[src/rtl/logic_unit_pipe_if.sv]
// Valid/ready bus of the pipelined bitwise logic unit: beat input side and
// registered result output side.
interface logic_unit_pipe_if #(
  parameter int unsigned WIDTH = 8,
  parameter int unsigned CNT_W = 8
);
  logic             in_valid;
  logic             in_ready;
  logic [WIDTH-1:0] in_a;
  logic [WIDTH-1:0] in_b;
  logic [2:0]       in_op;
  logic             in_acc;
  logic             in_last;
  logic             out_valid;
  logic             out_ready;
  logic [WIDTH-1:0] out_data;
  logic             out_red_and;
  logic             out_red_or;
  logic             out_red_xor;
  logic [CNT_W-1:0] out_beats;

  // Producer of beats / consumer of results.
  modport master (
    output in_valid, in_a, in_b, in_op, in_acc, in_last, out_ready,
    input  in_ready, out_valid, out_data, out_red_and, out_red_or,
           out_red_xor, out_beats
  );

  // The logic unit itself.
  modport slave (
    input  in_valid, in_a, in_b, in_op, in_acc, in_last, out_ready,
    output in_ready, out_valid, out_data, out_red_and, out_red_or,
           out_red_xor, out_beats
  );
endinterface

[src/rtl/logic_unit_pipe.sv]
// Registered bitwise logic unit. Single beats produce a result directly;
// an accumulate burst folds each beat's B operand into an internal
// accumulator and emits one result on the last beat. The result register
// carries reduction flags and a saturating beat count.
module logic_unit_pipe #(
  parameter int unsigned WIDTH = 8,
  parameter int unsigned CNT_W = 8
) (
  input logic             clk,
  input logic             rst_n,
  logic_unit_pipe_if.slave bus
);

  typedef enum logic {
    IDLE  = 1'b0,
    ACCUM = 1'b1
  } state_e;

  typedef enum logic [2:0] {
    OP_AND  = 3'b000,
    OP_OR   = 3'b001,
    OP_NOT  = 3'b010,
    OP_NAND = 3'b011,
    OP_NOR  = 3'b100,
    OP_XOR  = 3'b101,
    OP_XNOR = 3'b110,
    OP_PASS = 3'b111
  } op_e;

  function automatic logic [WIDTH-1:0] apply_op(
    input op_e              op,
    input logic [WIDTH-1:0] x,
    input logic [WIDTH-1:0] y
  );
    logic [WIDTH-1:0] r;
    case (op)
      OP_AND:  r = x & y;
      OP_OR:   r = x | y;
      OP_NOT:  r = ~x;
      OP_NAND: r = ~(x & y);
      OP_NOR:  r = ~(x | y);
      OP_XOR:  r = x ^ y;
      OP_XNOR: r = ~(x ^ y);
      default: r = x;
    endcase
    return r;
  endfunction

  state_e           state, state_next;
  logic [WIDTH-1:0] acc;
  logic [CNT_W-1:0] cnt;

  logic             out_valid_q;
  logic [WIDTH-1:0] out_data_q;
  logic             red_and_q, red_or_q, red_xor_q;
  logic [CNT_W-1:0] out_beats_q;

  logic             in_ready;
  logic             accept;
  logic             load_out;
  logic             load_acc;
  logic [WIDTH-1:0] operand_x;
  logic [WIDTH-1:0] result;
  logic [CNT_W-1:0] beats_next;

  // Input is accepted whenever the output register is empty or draining.
  assign in_ready = !out_valid_q || bus.out_ready;
  assign accept   = bus.in_valid && in_ready;

  // State register.
  always_ff @(posedge clk) begin
    if (!rst_n) begin
      state <= IDLE;
    end else begin
      state <= state_next;
    end
  end

  // Next-state logic: enter ACCUM on a non-final accumulate beat, leave on the last.
  always_comb begin
    state_next = state;
    case (state)
      IDLE:    if (accept && bus.in_acc && !bus.in_last) state_next = ACCUM;
      ACCUM:   if (accept && bus.in_last) state_next = IDLE;
      default: state_next = IDLE;
    endcase
  end

  // Output/datapath control: operand select, op result, load strobes, beat count.
  always_comb begin
    operand_x  = bus.in_a;
    load_out   = 1'b0;
    load_acc   = 1'b0;
    beats_next = CNT_W'(1);
    case (state)
      IDLE: begin
        load_out = accept && (!bus.in_acc || bus.in_last);
        load_acc = accept && bus.in_acc && !bus.in_last;
      end
      ACCUM: begin
        operand_x  = acc;
        load_out   = accept && bus.in_last;
        load_acc   = accept && !bus.in_last;
        beats_next = (cnt == '1) ? cnt : cnt + CNT_W'(1);
      end
      default: ;
    endcase
    result = apply_op(op_e'(bus.in_op), operand_x, bus.in_b);
  end

  // Accumulator and running beat count for an open burst.
  always_ff @(posedge clk) begin
    if (!rst_n) begin
      acc <= '0;
      cnt <= '0;
    end else if (load_acc) begin
      acc <= result;
      cnt <= beats_next;
    end
  end

  // Result register: load on a result-producing beat, otherwise retire on out_ready.
  always_ff @(posedge clk) begin
    if (!rst_n) begin
      out_valid_q <= 1'b0;
      out_data_q  <= '0;
      red_and_q   <= 1'b0;
      red_or_q    <= 1'b0;
      red_xor_q   <= 1'b0;
      out_beats_q <= '0;
    end else if (load_out) begin
      out_valid_q <= 1'b1;
      out_data_q  <= result;
      red_and_q   <= &result;
      red_or_q    <= |result;
      red_xor_q   <= ^result;
      out_beats_q <= beats_next;
    end else if (bus.out_ready) begin
      out_valid_q <= 1'b0;
    end
  end

  assign bus.in_ready    = in_ready;
  assign bus.out_valid   = out_valid_q;
  assign bus.out_data    = out_data_q;
  assign bus.out_red_and = red_and_q;
  assign bus.out_red_or  = red_or_q;
  assign bus.out_red_xor = red_xor_q;
  assign bus.out_beats   = out_beats_q;

endmodule

[src/flat_wrapper.sv]
// flat-port wrapper written by rule: the top's interface ports become plain ports
module logic_unit_pipe_flat 
#(
  parameter int unsigned WIDTH = 8,
  parameter int unsigned CNT_W = 8
)
  (clk, rst_n, bus_in_valid, bus_in_a, bus_in_b, bus_in_op, bus_in_acc, bus_in_last, bus_out_ready, bus_in_ready, bus_out_valid, bus_out_data, bus_out_red_and, bus_out_red_or, bus_out_red_xor, bus_out_beats);
  logic_unit_pipe_if #(.WIDTH(WIDTH), .CNT_W(CNT_W)) bus_i ();
  input logic clk;
  input logic rst_n;
  input wire logic [$bits(bus_i.in_valid)-1:0] bus_in_valid;
  input wire logic [$bits(bus_i.in_a)-1:0] bus_in_a;
  input wire logic [$bits(bus_i.in_b)-1:0] bus_in_b;
  input wire logic [$bits(bus_i.in_op)-1:0] bus_in_op;
  input wire logic [$bits(bus_i.in_acc)-1:0] bus_in_acc;
  input wire logic [$bits(bus_i.in_last)-1:0] bus_in_last;
  input wire logic [$bits(bus_i.out_ready)-1:0] bus_out_ready;
  output wire logic [$bits(bus_i.in_ready)-1:0] bus_in_ready;
  output wire logic [$bits(bus_i.out_valid)-1:0] bus_out_valid;
  output wire logic [$bits(bus_i.out_data)-1:0] bus_out_data;
  output wire logic [$bits(bus_i.out_red_and)-1:0] bus_out_red_and;
  output wire logic [$bits(bus_i.out_red_or)-1:0] bus_out_red_or;
  output wire logic [$bits(bus_i.out_red_xor)-1:0] bus_out_red_xor;
  output wire logic [$bits(bus_i.out_beats)-1:0] bus_out_beats;
  assign bus_i.in_valid = bus_in_valid;
  assign bus_i.in_a = bus_in_a;
  assign bus_i.in_b = bus_in_b;
  assign bus_i.in_op = bus_in_op;
  assign bus_i.in_acc = bus_in_acc;
  assign bus_i.in_last = bus_in_last;
  assign bus_i.out_ready = bus_out_ready;
  assign bus_in_ready = bus_i.in_ready;
  assign bus_out_valid = bus_i.out_valid;
  assign bus_out_data = bus_i.out_data;
  assign bus_out_red_and = bus_i.out_red_and;
  assign bus_out_red_or = bus_i.out_red_or;
  assign bus_out_red_xor = bus_i.out_red_xor;
  assign bus_out_beats = bus_i.out_beats;
  logic_unit_pipe #(.WIDTH(WIDTH), .CNT_W(CNT_W)) u_core (.clk(clk), .rst_n(rst_n), .bus(bus_i));
endmodule
[config.mk]
export PLATFORM = sky130hd
export DESIGN_NAME = logic_unit_pipe_flat
export DESIGN_NICKNAME = d
export VERILOG_FILES = /design/src/rtl/logic_unit_pipe_if.sv /design/src/rtl/logic_unit_pipe.sv /design/src/flat_wrapper.sv
export SDC_FILE = /design/constraint.sdc
export NUM_CORES = 1
export LEC_CHECK = 0
export CAP_MARGIN = 20
export CELL_PAD_IN_SITES_DETAIL_PLACEMENT = 2
export CELL_PAD_IN_SITES_GLOBAL_PLACEMENT = 2
export CORE_MARGIN = 2
export CORE_UTILIZATION = 25
export CTS_CLUSTER_DIAMETER = 120
export DETAILED_ROUTE_END_ITERATION = 10
export HOLD_SLACK_MARGIN = 0.06
export PLACE_DENSITY = 0.69
export SYNTH_ARGS = -nofsm -noshare
export SYNTH_HDL_FRONTEND = slang
export SYNTH_SLANG_ARGS = --single-unit
export TNS_END_PERCENT = 10
[constraint.sdc]
create_clock -name clk -period 3 [get_ports clk]
set_clock_uncertainty 0.2 [all_clocks]
set_input_delay 0.6 -clock clk [delete_from_list [all_inputs] [get_ports clk]]
set_output_delay 0.6 -clock clk [all_outputs]
set_load 0.005 [all_outputs]
### Yosys cells after proc, flatten, opt, wreduce, memory -nomap -nowiden

Index checks and enable logic that the tools add are counted.

* input port bits: 25
* flip-flop bits (word level): 37
* output and inout bits: 21

* multiplexer cells: 11
* reductions and logical operators: 16
* equal/unequal tests: 7
* $add $sub $neg: 1
* bitwise operators: 8

Operators by type and width (number)
* 8-bit case mux with 7 select lines: 1
* 8-bit inverter: 4
* 8-bit 2-to-1 mux: 3
* 3-bit equality test, second input constant: 3
* 8-bit by 1-bit adder with 8-bit output, second input constant: 1
* 8-bit AND: 1
* 8-bit equality test, second input constant: 1
* 8-bit bitwise OR: 1
* 8-bit AND reduction: 1
* 8-bit OR reduction: 1
* 8-bit XOR reduction: 1
* 8-bit bitwise XOR: 1
* 3-bit by 2-bit equality test with 1-bit output, second input constant: 2
* 1-bit logical AND: 6
* 1-bit case mux with 2 select lines: 3
* 1-bit 2-to-1 mux: 4
* 3-bit by 1-bit equality test with 1-bit output, second input constant: 1
* 1-bit zero test: 3
* 3-bit zero test: 1
* 1-bit logical OR: 2
* 2-bit nonzero test: 1
* 1-bit inverter: 1

### Depth between registers and ports, before layout

Gate-level depths: netlist of the first run.

* depth after elaboration: 7
* gate-level depth with buffers: 14

### Worst setup path before layout of the first run

OpenSTA, ideal clock, no wires.

* path type: reg-to-reg
* from: reg u_core.state
* to: reg u_core.red_xor_q, in the netlist u_core.bus.out_red_xor
* path buffers: 1
* stages on the path, launching flop included: 13
* required time: 2.714 ns
* arrival: 2.652 ns
* setup slack: 0.062 ns
* cells stage by stage: dfxtp_1 buf_6 mux2i_2 ha_1 or3b_4 a21oi_2 a221oi_1 o21a_2 or2_1 ha_1 xnor2_1 xnor2_1 a211oi_1

* longest elaborated chain between the ends: 5
* elaborated cells on any way between the ends: 12
* those cells by class: mux (3); bitwise (8); reduce/logical (1)

RTL lines
* from (decl): line logic_unit_pipe.sv:49 `state_e state, state_next;`
* from (signal assigned): line logic_unit_pipe.sv:75 `state <= state_next;`
* 8-bit 2-to-1 mux: line logic_unit_pipe.sv:95 `case (state)`
* 8-bit bitwise XOR (tied with other cells): line logic_unit_pipe.sv:42, logic_unit_pipe.sv:43
* 8-bit inverter (on tied branches): line logic_unit_pipe.sv:43, logic_unit_pipe.sv:40, logic_unit_pipe.sv:41
* 8-bit case mux with 7 select lines: line logic_unit_pipe.sv:36 `case (op)`
* 8-bit XOR reduction: line logic_unit_pipe.sv:136 `red_xor_q <= ^result;`
* to (signal assigned): line logic_unit_pipe.sv:136
* to (decl): line logic_unit_pipe.sv:55 `logic red_and_q, red_or_q, red_xor_q;`

Several ways; a longest one is shown, not always the timed one.
A chain may end at the register's enable or synchronous reset.

### Worst setup path in the final report of the first run

* from: in bus_in_b[4]
* to: reg u_core.red_xor_q, in the netlist u_core.bus.out_red_xor

* longest elaborated chain between the ends: 4
* elaborated cells on any way between the ends: 8
* those cells by class: mux (1); bitwise (6); reduce/logical (1)

RTL lines
* from (decl): line flat_wrapper.sv:13 `input wire logic [$bits(bus_i.in_b)-1:0] bus_in_b;`
* 8-bit bitwise XOR (tied with other cells): line logic_unit_pipe.sv:42, logic_unit_pipe.sv:43
* 8-bit inverter (on tied branches): line logic_unit_pipe.sv:43, logic_unit_pipe.sv:40, logic_unit_pipe.sv:41
* 8-bit case mux with 7 select lines *: line logic_unit_pipe.sv:36
* 8-bit XOR reduction *: line logic_unit_pipe.sv:136

Every way passes the cells marked *; elsewhere a longest branch is shown, timed or not.

==> summary.txt, run 1 <==
Syn. warnings - 0
Chip width - 110 um
Number of remaining DRC errors - 0
Vias in the first global route - 3249
Met2 GRT Util - 30.5%
Initial core utilization - 25.8%
Final setup fails - 0
CTS Buffer Depth - 2
Routability cong. - 0.799
CP startpoint - bus_in_b[4]
Yosys top cell area share - 26.2%
CTS buffer count - 5
Filler instances - 1211
Top area cells in the synthesized netlist - dfxtp_1, ha_1, nand3_1
Peak VDD IR - 0.000184 V
Sequential fraction of the synthesis area - 26.2%
FF-to-FF setup slack - 80 ps
Total Wirelength - 10.6 mm
GRT overflow - 0
Worst Tran Pin Value - 532 ps
F_max - 342 MHz
Clk slew on worst S/H paths - 60 ps
Ports - 46
Register area - 744 um^2
Slowest stage cell on the critical path - clkdlybuf4s50_1
Worst R2R End - u_core.bus.out_red_xor
Routing usage on met3 - 2.18%
Busiest grt layer - met2
CTS tree - done
CP Capture Point - u_core.bus.out_red_xor
Syn nets - 396
Post-synth ARST share - 0%
Met1 Use GR - 22.6%
CTS sink cnt - 37
Per-cell routed wire length - 17.8 um
Reg2Reg Depth - 12
Synth area leader - dfxtp_1
FF-to-FF Start - u_core.state
Worst hold path type - register to register
Post-CTS Hold Fix Bufs - 0
Critical path arrival - 2910 ps
P_leak - 1.81 nW
PD cells - 390 nW/um^2
Fin crit share - 97.5%
Die span in y - 110 um
Worst-Skew Late Latency - 290 ps
Port Buffer Count - 45
Main synth FF type - dfxtp_1
Std-Cell Rows - 38
Crit end category - register
Pwr Total - 0.00170 W
Die ar. - 12200 um^2
Crit-path leading delay family - compound AO/OA/AOI/OAI gates
CP cell instances - clkdlybuf4s50_1 -> inv_1 -> ha_1 -> o21ai_1 -> o2bb2ai_2 -> o31ai_2 -> a21o_1 -> ha_4 -> xnor2_2 -> xnor2_1 -> a211oi_1
Synth Area per Inst - 8.16 um^2
Vias post-DR - 3025
Tmin final - 2920 ps
Slowest stage delay, CP - 490 ps
Multi-input gate area in the final layout - 2100 um^2
Synth-to-Final Area Change - 54.0%
Final HPWL DP - 7.66 mm
Ant. Diodes - 0
Hold Fails Final Rpt - 0
Initial DRC count - 120
Buffers & Inverters on Critical Path - 2
Cell count after synthesis - 346
WP depth - 11
Post-synth EDFFs - 0
Crit start category - input port
Vias/cell - 5.09
H-tree levels - 2
Layout Utilization - 39.8%
Antenna viol nets, final - 0
Final #Nets - 503
Initial antenna violation count - 0
Max-Cap Viols - 0
Slew HR - 64.3%
Largest net degree at the start of global routing - 25
Slew Viols, Final - 0
Layout cell share with drive strength beyond 1 - 34.6%
WP data required - 2980 ps
Synthesized flop and latch total - 37
Post-Syn Area - 2820 um^2
Core area - 10900 um^2
Tot GR Track Use - 17.5%
First-pass GRT wire length - 16.6 mm
CTS root buffer - clkbuf_16
TritonRoute pass-1 iters - 4
Post-synthesis cell type count - 59
Outcome - complete, no violations
Critical path fanouts, max - 3
CP Class - input port to register
-- timing repair --
| action | 4_1_cts | 5_1_grt |
|---|---|---|
| gates resized for setup | 23 | 49 |
| setup buffers | 8 | 10 |
| pin swaps | 11 | 24 |
| setup endpoints to repair | 2 | 2 |
| gates cloned | 0 | 1 |
-- cells in the final DEF (no fill, tap or decap), types with 3 or more instances in the layout --
master / n
a211oi_2: 4
a21o_1: 3
a21oi_1: 22
a21oi_2: 6
a22oi_2: 4
a31oi_1: 6
and3_1: 4
buf_4: 71
buf_6: 7
clkbuf_16: 5
clkdlybuf4s50_1: 38
dfxtp_1: 36
dlymetal6s2s_1: 6
ha_1: 13
ha_2: 7
ha_4: 5
inv_1: 20
inv_2: 7
mux2i_1: 7
mux2i_4: 8
nand2_1: 25
nand2b_1: 7
nand3_1: 25
nor2_1: 13
nor2_2: 3
nor3_1: 4
o211ai_1: 3
o21a_1: 3
o21ai_0: 9
o21ai_1: 12
o21ai_2: 5
o22ai_1: 8
or3_1: 4
-- layer usage --
metal	vias to the layer above	part of all wire (%)
met5	-	0
met2	50	51
met4	0	1.5
li1	1456	-
met1	1504	45
met3	15	2.8
-- how the worst min path moves through the flow --
stage                                      start                endpoint  slack (ps)  cells after the start
final                     u_core.bus.out_data[3]  u_core.bus.out_data[3]         260                      2
after global placement    u_core.bus.out_data[0]  u_core.bus.out_data[0]         260                      2
after global routing      u_core.bus.out_data[3]  u_core.bus.out_data[3]         300                      2
after floorplan                    u_core.acc[7]           u_core.acc[7]         250                      2
after CTS                 u_core.bus.out_data[3]  u_core.bus.out_data[3]         270                      2
after detailed placement  u_core.bus.out_data[3]  u_core.bus.out_data[3]         260                      2
-- worst min-delay path: cells and delay by family (launching register included) --
family           cells  cell delay [ps]
AO/OA/AOI/OAI        1               50
flip-flops           1              310
AND/OR/NAND/NOR      1               60
-- cell type report --
class / count / area share [%]
inverters: 28 / 2.42
well taps: 140 / 4.03
flip-flops and latches: 37 / 17.1
multi-input cells: 257 / 48.3
clock inverters: 2 / 0.230
repair buffers: 124 / 24.9
clock buffers: 6 / 2.96
-- metrics by stage --
| stage | instance area (um^2) | instances | hold WS [ps] | setup TNS [ps] | setup slack, ps |
|---|---|---|---|---|---|
| after global placement | 3760 | 567 | 255 | -743 | -388 |
| after floorplan | 2820 | 346 | 246 | 0 | 62.3 |
| final | 4350 | 594 | 262 | 0 | 75.1 |
| after detailed placement | 3760 | 567 | 264 | -1010 | -498 |
| after global routing | 4350 | 594 | 303 | -55.4 | -55.4 |
| after CTS | 4070 | 583 | 271 | 0 | 7.22 |
-- Yosys cell counts (all sizes together), types with 2 or more instances --
cell and instances:
dfxtp 37, a21oi 28, inv 27, nand2 26, o21ai 26, ha 25
nand3 25, buf 16, mux2i 16, nor2 16, nand2b 9, clkbuf 8
o22ai 8, a31oi 6, a211oi 5, a22oi 5, and3 4, nor2b 4
nor3 4, o21a 4, o31ai 4, or3 4, or3b 4, xnor2 4
a21o 3, o2111ai 3, o211ai 3, a41oi 2, nand3b 2, nand4 2
o2bb2ai 2
-- registers in the layout (all words and copies together), names as in the netlist --
register,cells
u_core.state,1
u_core.acc,8
u_core.bus.out_red_xor,1
u_core.cnt,8
u_core.bus.out_red_or,1
u_core.bus.out_red_and,1
u_core.bus.out_beats,8
u_core.bus.out_data,8
u_core.bus.out_valid,1
-- kinds of logic after synthesis --
kind of cell | count (synthesis) | synth area share [%]
simple gates | 103 | 18.8
xor+xnor | 5 | 1.55
compound gates | 108 | 25.4
mux | 16 | 8.16
buf+inv | 52 | 8.69
flops | 37 | 26.2
fa+ha+maj | 25 | 11.1
-- power by group --
group	leakage, nW	switching (W)	internal (W)
sequential	0.302	0.0000197	0.000515
combinational	1.44	0.000304	0.000349
clock	0.0706	0.000204	0.000305
Power figures use the tool's default switching activity.
==> run 2: changes to the inputs <==
- PLACE_DENSITY: 0.69 -> 0.75
==> run 2 against run 1 <==
Net effect:
- non-clock buffer count down 15
- via count down 3.1%
- sequential cell count unchanged
- utilization down 2.4 points
- first-iteration DRC count up 4.2%
- critical path depth unchanged
- clock power up 3%
- total power down 2.8%
- hold slack better by 6.6 ps
- critical path type unchanged
- largest cell class unchanged
- highest routed layer unchanged
==> summary.txt, run 2 (synthesis results as in run 1) <==
RSZ-0062 raised after global routing - yes
Initial DRC count - 125 (+4.2%)
Post-CTS Hold Fix Bufs - 0 (unchanged)
Chip width - 110 um (unchanged)
Slowest stage cell on the critical path - clkdlybuf4s50_1
First-pass GRT wire length - 16.5 mm (-0.83%)
Largest net degree at the start of global routing - 25 (unchanged)
Clock power share - 31.7% (+1.7 points)
WP data required - 3000 ps (+20 ps)
Peak VDD IR - 0.000193 V (+4.8%)
Gate power share - 35.8% (-2.7 points)
Placed Cells - 565 (-0.35%)
Filler instances - 1239 (+2.3%)
Crit end category - register
Routability cong. - 0.838 (+4.9%)
P_leak - 1.73 nW (-4.8%)
Buffers & Inverters on Critical Path - 2 (unchanged)
Commonest non-fill, non-tap cell in the layout - buf_4
Placement Setup Slack - -514 ps (-16.1 ps)
Die ar. - 12200 um^2 (unchanged)
CP Class - input port to register
F_max - 343 MHz (+0.30%)
Clk slew on worst S/H paths - 60 ps (about the same)
Outcome - complete, no violations
Layout cell share with drive strength beyond 1 - 27.1% (-7.5 points)
Total Wirelength - 10.3 mm (-2.8%)
CTS tree - done
Worst-Skew Late Latency - 290 ps (about the same)
Pwr Total - 0.00165 W (-2.8%)
TritonRoute pass-1 iters - 4 (unchanged)
CTS sink cnt - 37 (unchanged)
Ports - 46 (unchanged)
Vias in the first global route - 3228 (-0.65%)
Vias/cell - 5.06 (-0.63%)
Critical path arrival - 2910 ps (about the same)
Switching Power - 0.000519 W (-1.8%)
Port Buffer Count - 45 (unchanged)
Worst Tran Pin Value - 556 ps (+24.6 ps)
CTS root buffer - clkbuf_16
Crit start category - input port
H-tree levels - 2 (unchanged)
Synth-to-Final Area Change - 44.6%
Number of remaining DRC errors - 0 (unchanged)
Initial core utilization - 25.8% (unchanged)
Switch share - 31.5% (+0.34 points)
Tmin final - 2920 ps (-8.63 ps)
Final HPWL DP - 7.72 mm (+0.70%)
Worst hold path type - register to register
Per-cell routed wire length - 17.7 um (-0.30%)
CP cell instances - clkdlybuf4s50_1 -> inv_1 -> ha_1 -> a22oi_1 -> o2bb2ai_2 -> nor2b_1 -> a21o_1 -> ha_1 -> xnor2_2 -> xnor2_2 -> a211oi_2
Worst setup margin - 83.8 ps (+8.63 ps)
Hold WS - 269 ps (+6.59 ps)
Most frequent cells in the layout - buf_4, clkdlybuf4s50_1, dfxtp_1, nand2_1, nand3_1
Tot GR Track Use - 17.7% (+0.24 points)
Fin Setup TNS - 0 ps (unchanged)
Slew Viols, Final - 0 (unchanged)
Fin crit share - 97.2% (-0.29 points)
Antenna viol nets, final - 0 (unchanged)
CTS Buffer Depth - 2 (unchanged)
Final #Nets - 488 (-3.0%)
Ant. Diodes - 0 (unchanged)
Power Internal - 0.00113 W (-3.3%)
Register share of total power - 32.5% (+1.0 points)
Final setup fails - 0 (unchanged)
Die span in y - 110 um (unchanged)
Std-Cell Rows - 38 (unchanged)
Critical path fanouts, max - 3 (unchanged)
Initial antenna violation count - 0 (unchanged)
Slowest stage delay, CP - 480 ps (about the same)
Max-Cap Viols - 0 (unchanged)
Fin cells - 579 (-2.5%)
PD cells - 404 nW/um^2 (+3.5%)
CTS buffer count - 5 (unchanged)
GRT overflow - 0 (unchanged)
Crit-path leading delay family - compound AO/OA/AOI/OAI gates
Hold Fails Final Rpt - 0 (unchanged)
Slew HR - 62.7% (-1.6 points)
Core area - 10900 um^2 (unchanged)
Vias post-DR - 2930 (-3.1%)
-- run 2: changes by cell type in the layout (fill, tap and decap cells not counted), moves of 5 or more --
cell	delta
buf_4	-9
buf_6	-5
ha_1	+9
ha_2	-6
-- run 2: final timing paths --
path	slack, ps	cells after the start	startpoint	to
setup / recovery	80	11	bus_in_b[2]	u_core.bus.out_red_xor
setup reg to reg	100	13	u_core.state	u_core.bus.out_red_xor
hold / removal	270	2	u_core.bus.out_data[7]	u_core.bus.out_data[7]
hold reg to reg	270	2	u_core.bus.out_data[7]	u_core.bus.out_data[7]
-- run 2: layout make-up --
type	count	area, um^2	area share [%]
clock buffer	7	133	3.25
clock inverter	1	7.51	0.184
tap	140	175	4.29
multi-input combinational	257	1970	48.3
timing repair buffer	109	947	23.2
sequential	37	742	18.2
inverter	28	105	2.57
-- run 2: worst reg2reg max path: cells and delay by family, from the launching register on --
| kind | cells | cell delay, ps |
|---|---|---|
| compound gates | 4 | 560 |
| buf+inv | 2 | 230 |
| xor+xnor | 2 | 300 |
| simple gates | 2 | 380 |
| mux | 1 | 250 |
| fa+ha+maj | 2 | 540 |
| flops | 1 | 350 |
-- run 2: layer usage --
| layer | track usage [%] | part of all wire [%] | vias to the layer above |
|---|---|---|---|
| met2 | 32.8 | 51 | 46 |
| li1 | - | - | 1423 |
| met5 | 0 | 0 | - |
| met1 | 21.2 | 45 | 1448 |
| met4 | 4.11 | 1.8 | 0 |
| met3 | 3.06 | 3.0 | 13 |
-- run 2: timing repair --
action / in CTS / in global routing
setup buffers: 4 / 2
gates resized for setup: 21 / 18
pin swaps: 8 / 9
endpoints found under the setup margin: 1 / 2
-- run 2: metrics by stage --
step                      utilization, %  instance area (um^2)
after floorplan                        -                  2820
after global placement              34.2                  3740
after detailed placement            34.2                  3740
after CTS                           36.5                  3990
after global routing                37.3                  4080
final                               37.3                  4080
-- run 2: power groups by stage --
stage	clock network [W]	registers, W	logic [W]
after floorplan	0	0.000540	0.000276
after global placement	0	0.000544	0.000481
after detailed placement	0	0.000545	0.000504
after CTS	0.000527	0.000535	0.000554
after global routing	0.000550	0.000538	0.000645
final	0.000523	0.000536	0.000590
==> run 3: changes to the inputs <==
- CORE_UTILIZATION: 25 -> 29
- PLACE_DENSITY: 0.75 -> 0.84
- SLEW_MARGIN: not set -> 15
==> run 3 against run 2 <==
Net effect:
- the run now ends with setup timing left
- maximum frequency fell by 6.6%
- cell count fell by 0.52%
- die area fell by 13%
- largest cell class unchanged
- combinational power rose by 12%
- critical endpoint unchanged
- sequential cell count did not move
==> summary.txt, run 3 (synthesis results as in run 1) <==
Worst Tran Pin Value - 574 ps (+17.8 ps)
CP Class - input port to register
PD cells - 402 nW/um^2 (-0.36%)
Placement Setup Slack - -577 ps (-63.1 ps)
Vias in the first global route - 3406 (+5.5%)
Placed Cells - 557 (-1.4%)
Slowest stage delay, CP - 390 ps (-90 ps)
Antenna viol nets, final - 0 (unchanged)
Vias/cell - 5.38 (+6.4%)
P_leak - 1.74 nW (+1.0%)
Per-cell routed wire length - 22.6 um (+28%)
Met1 wire length - 5.29 mm (+16%)
Vias post-DR - 3101 (+5.8%)
Max-Cap Viols - 0 (unchanged)
GRT overflow - 0 (unchanged)
Largest net degree at the start of global routing - 25 (unchanged)
Final #Nets - 492 (+0.82%)
Slew Viols, Final - 0 (unchanged)
TritonRoute pass-1 iters - 4 (unchanged)
Ports - 46 (unchanged)
Slew HR - 61.5% (-1.2 points)
Hold Fails Final Rpt - 0 (unchanged)
CP cell instances - dlygate4sd2_1 -> mux2i_4 -> ha_2 -> or3b_4 -> a21oi_2 -> a221oi_2 -> o21a_2 -> or2_4 -> ha_4 -> xnor2_2 -> xnor2_1 -> a211oi_1
First-pass GRT wire length - 17.7 mm (+7.2%)
Multi-input gate area in the final layout - 2010 um^2 (+2.0%)
Layout Utilization - 43.2% (+5.8 points)
Slowest stage cell on the critical path - or3b_4
Number of remaining DRC errors - 0 (unchanged)
Die span in y - 103 um (-6.9%)
Top layer in use - met4
Fin cells - 576 (-0.52%)
CTS sink cnt - 37 (unchanged)
Tot GR Track Use - 21.6% (+3.9 points)
F_max - 320 MHz (-6.6%)
Final setup fails - 1 (+1)
DR WL met3 - 528 um (+71%)
Synth-to-Final Area Change - 46.7%
Register area - 742 um^2 (unchanged)
Commonest non-fill, non-tap cell in the layout - buf_4
Initial antenna violation count - 0 (unchanged)
Met2 wire len - 6.77 mm (+30%)
Crit end category - register
Failing checks - setup timing
Tmin final - 3120 ps (+207 ps)
Die ar. - 10500 um^2 (-13%)
WP data required - 2990 ps (about the same)
Core area - 9590 um^2 (-12%)
Clk slew on worst S/H paths - 80 ps (+20 ps)
Chip width - 103 um (-6.9%)
Final HPWL DP - 8.23 mm (+6.7%)
Most frequent cells in the layout - buf_4, clkdlybuf4s50_1, dfxtp_1, nand2_1, nand3_1
Worst setup margin - -124 ps (-207 ps)
Worst-Skew Late Latency - 300 ps (about the same)
Filler instances - 1079 (-13%)
CTS root buffer - clkbuf_8
Routability cong. - 0.803 (-4.2%)
Ant. Diodes - 0 (unchanged)
Peak VDD IR - 0.000296 V (+53%)
Layout cell share with drive strength beyond 1 - 30.0% (+2.9 points)
Crit start category - input port
Worst hold path type - register to register
Port Buffer Count - 45 (unchanged)
CTS tree - done
Critical path fanouts, max - 2 (-1)
RSZ-0062 raised after global routing - yes
Std-Cell Rows - 36 (-5.3%)
Initial core utilization - 29.4% (+3.6 points)
H-tree levels - 2 (unchanged)
CTS buffer count - 5 (unchanged)
Initial DRC count - 98 (-22%)
Outcome - finished, violations left
Total Wirelength - 13.0 mm (+27%)
Critical path arrival - 3120 ps (+210 ps)
Fin crit share - 104% (+6.9 points)
CTS Buffer Depth - 2 (unchanged)
[run 3: final timing paths]
path	start	end	slack (ps)	cells after the start
setup / recovery	bus_in_a[5]	u_core.bus.out_red_xor	-120	12
hold / removal	u_core.bus.out_beats[5]	u_core.bus.out_beats[5]	270	2
setup reg to reg	u_core.state	u_core.bus.out_red_xor	-120	12
hold reg to reg	u_core.bus.out_beats[5]	u_core.bus.out_beats[5]	270	2
[run 3: cell type report]
| cell class | count | share of cell area, % |
|---|---|---|
| clock buffer | 7 | 2.08 |
| clock inverter | 1 | 0.725 |
| inverter | 28 | 2.54 |
| multi-input combinational | 257 | 48.6 |
| sequential | 37 | 17.9 |
| tap | 133 | 4.02 |
| timing repair buffer | 113 | 24.1 |
[run 3: metal layers]
metal / vias to the layer above / GRT usage (%)
li1: 1431 / -
met1: 1547 / 24.9
met2: 86 / 40.0
met3: 37 / 3.12
met4: 0 / 8.31
met5: - / 0
[run 3: timing repair]
action	CTS	global route
pin swaps	9	14
hold buffers	0	0
resized for setup	15	29
endpoints found under the setup margin	2	3
buffers inserted	1	10
[run 3: power breakdown]
part           total [W]  switching, W  internal [W]
Combinational   0.000661      0.000336      0.000325
Clock           0.000469      0.000198      0.000271
Sequential      0.000536     0.0000214      0.000514
Total            0.00167      0.000555       0.00111
[run 3: per-stage QoR]
stage | total power [W] | instance area, um^2 | TNS [ps] | hold WS (ps)
global placement | 0.00102 | 3740 | -695 | 250
CTS | 0.00155 | 3920 | 0 | 278
floorplan | 0.000815 | 2820 | 0 | 246
global route | 0.00173 | 4140 | -362 | 309
detailed placement | 0.00107 | 3740 | -1200 | 263
finish | 0.00167 | 4140 | -124 | 272
[run 3: worst max-delay path: cells and delay by family]
family | cells | cell delay, ps
mux | 1 | 170
compound gates | 4 | 710
buf+inv | 1 | 280
simple gates | 2 | 630
fa+ha+maj | 2 | 450
xor+xnor | 2 | 270
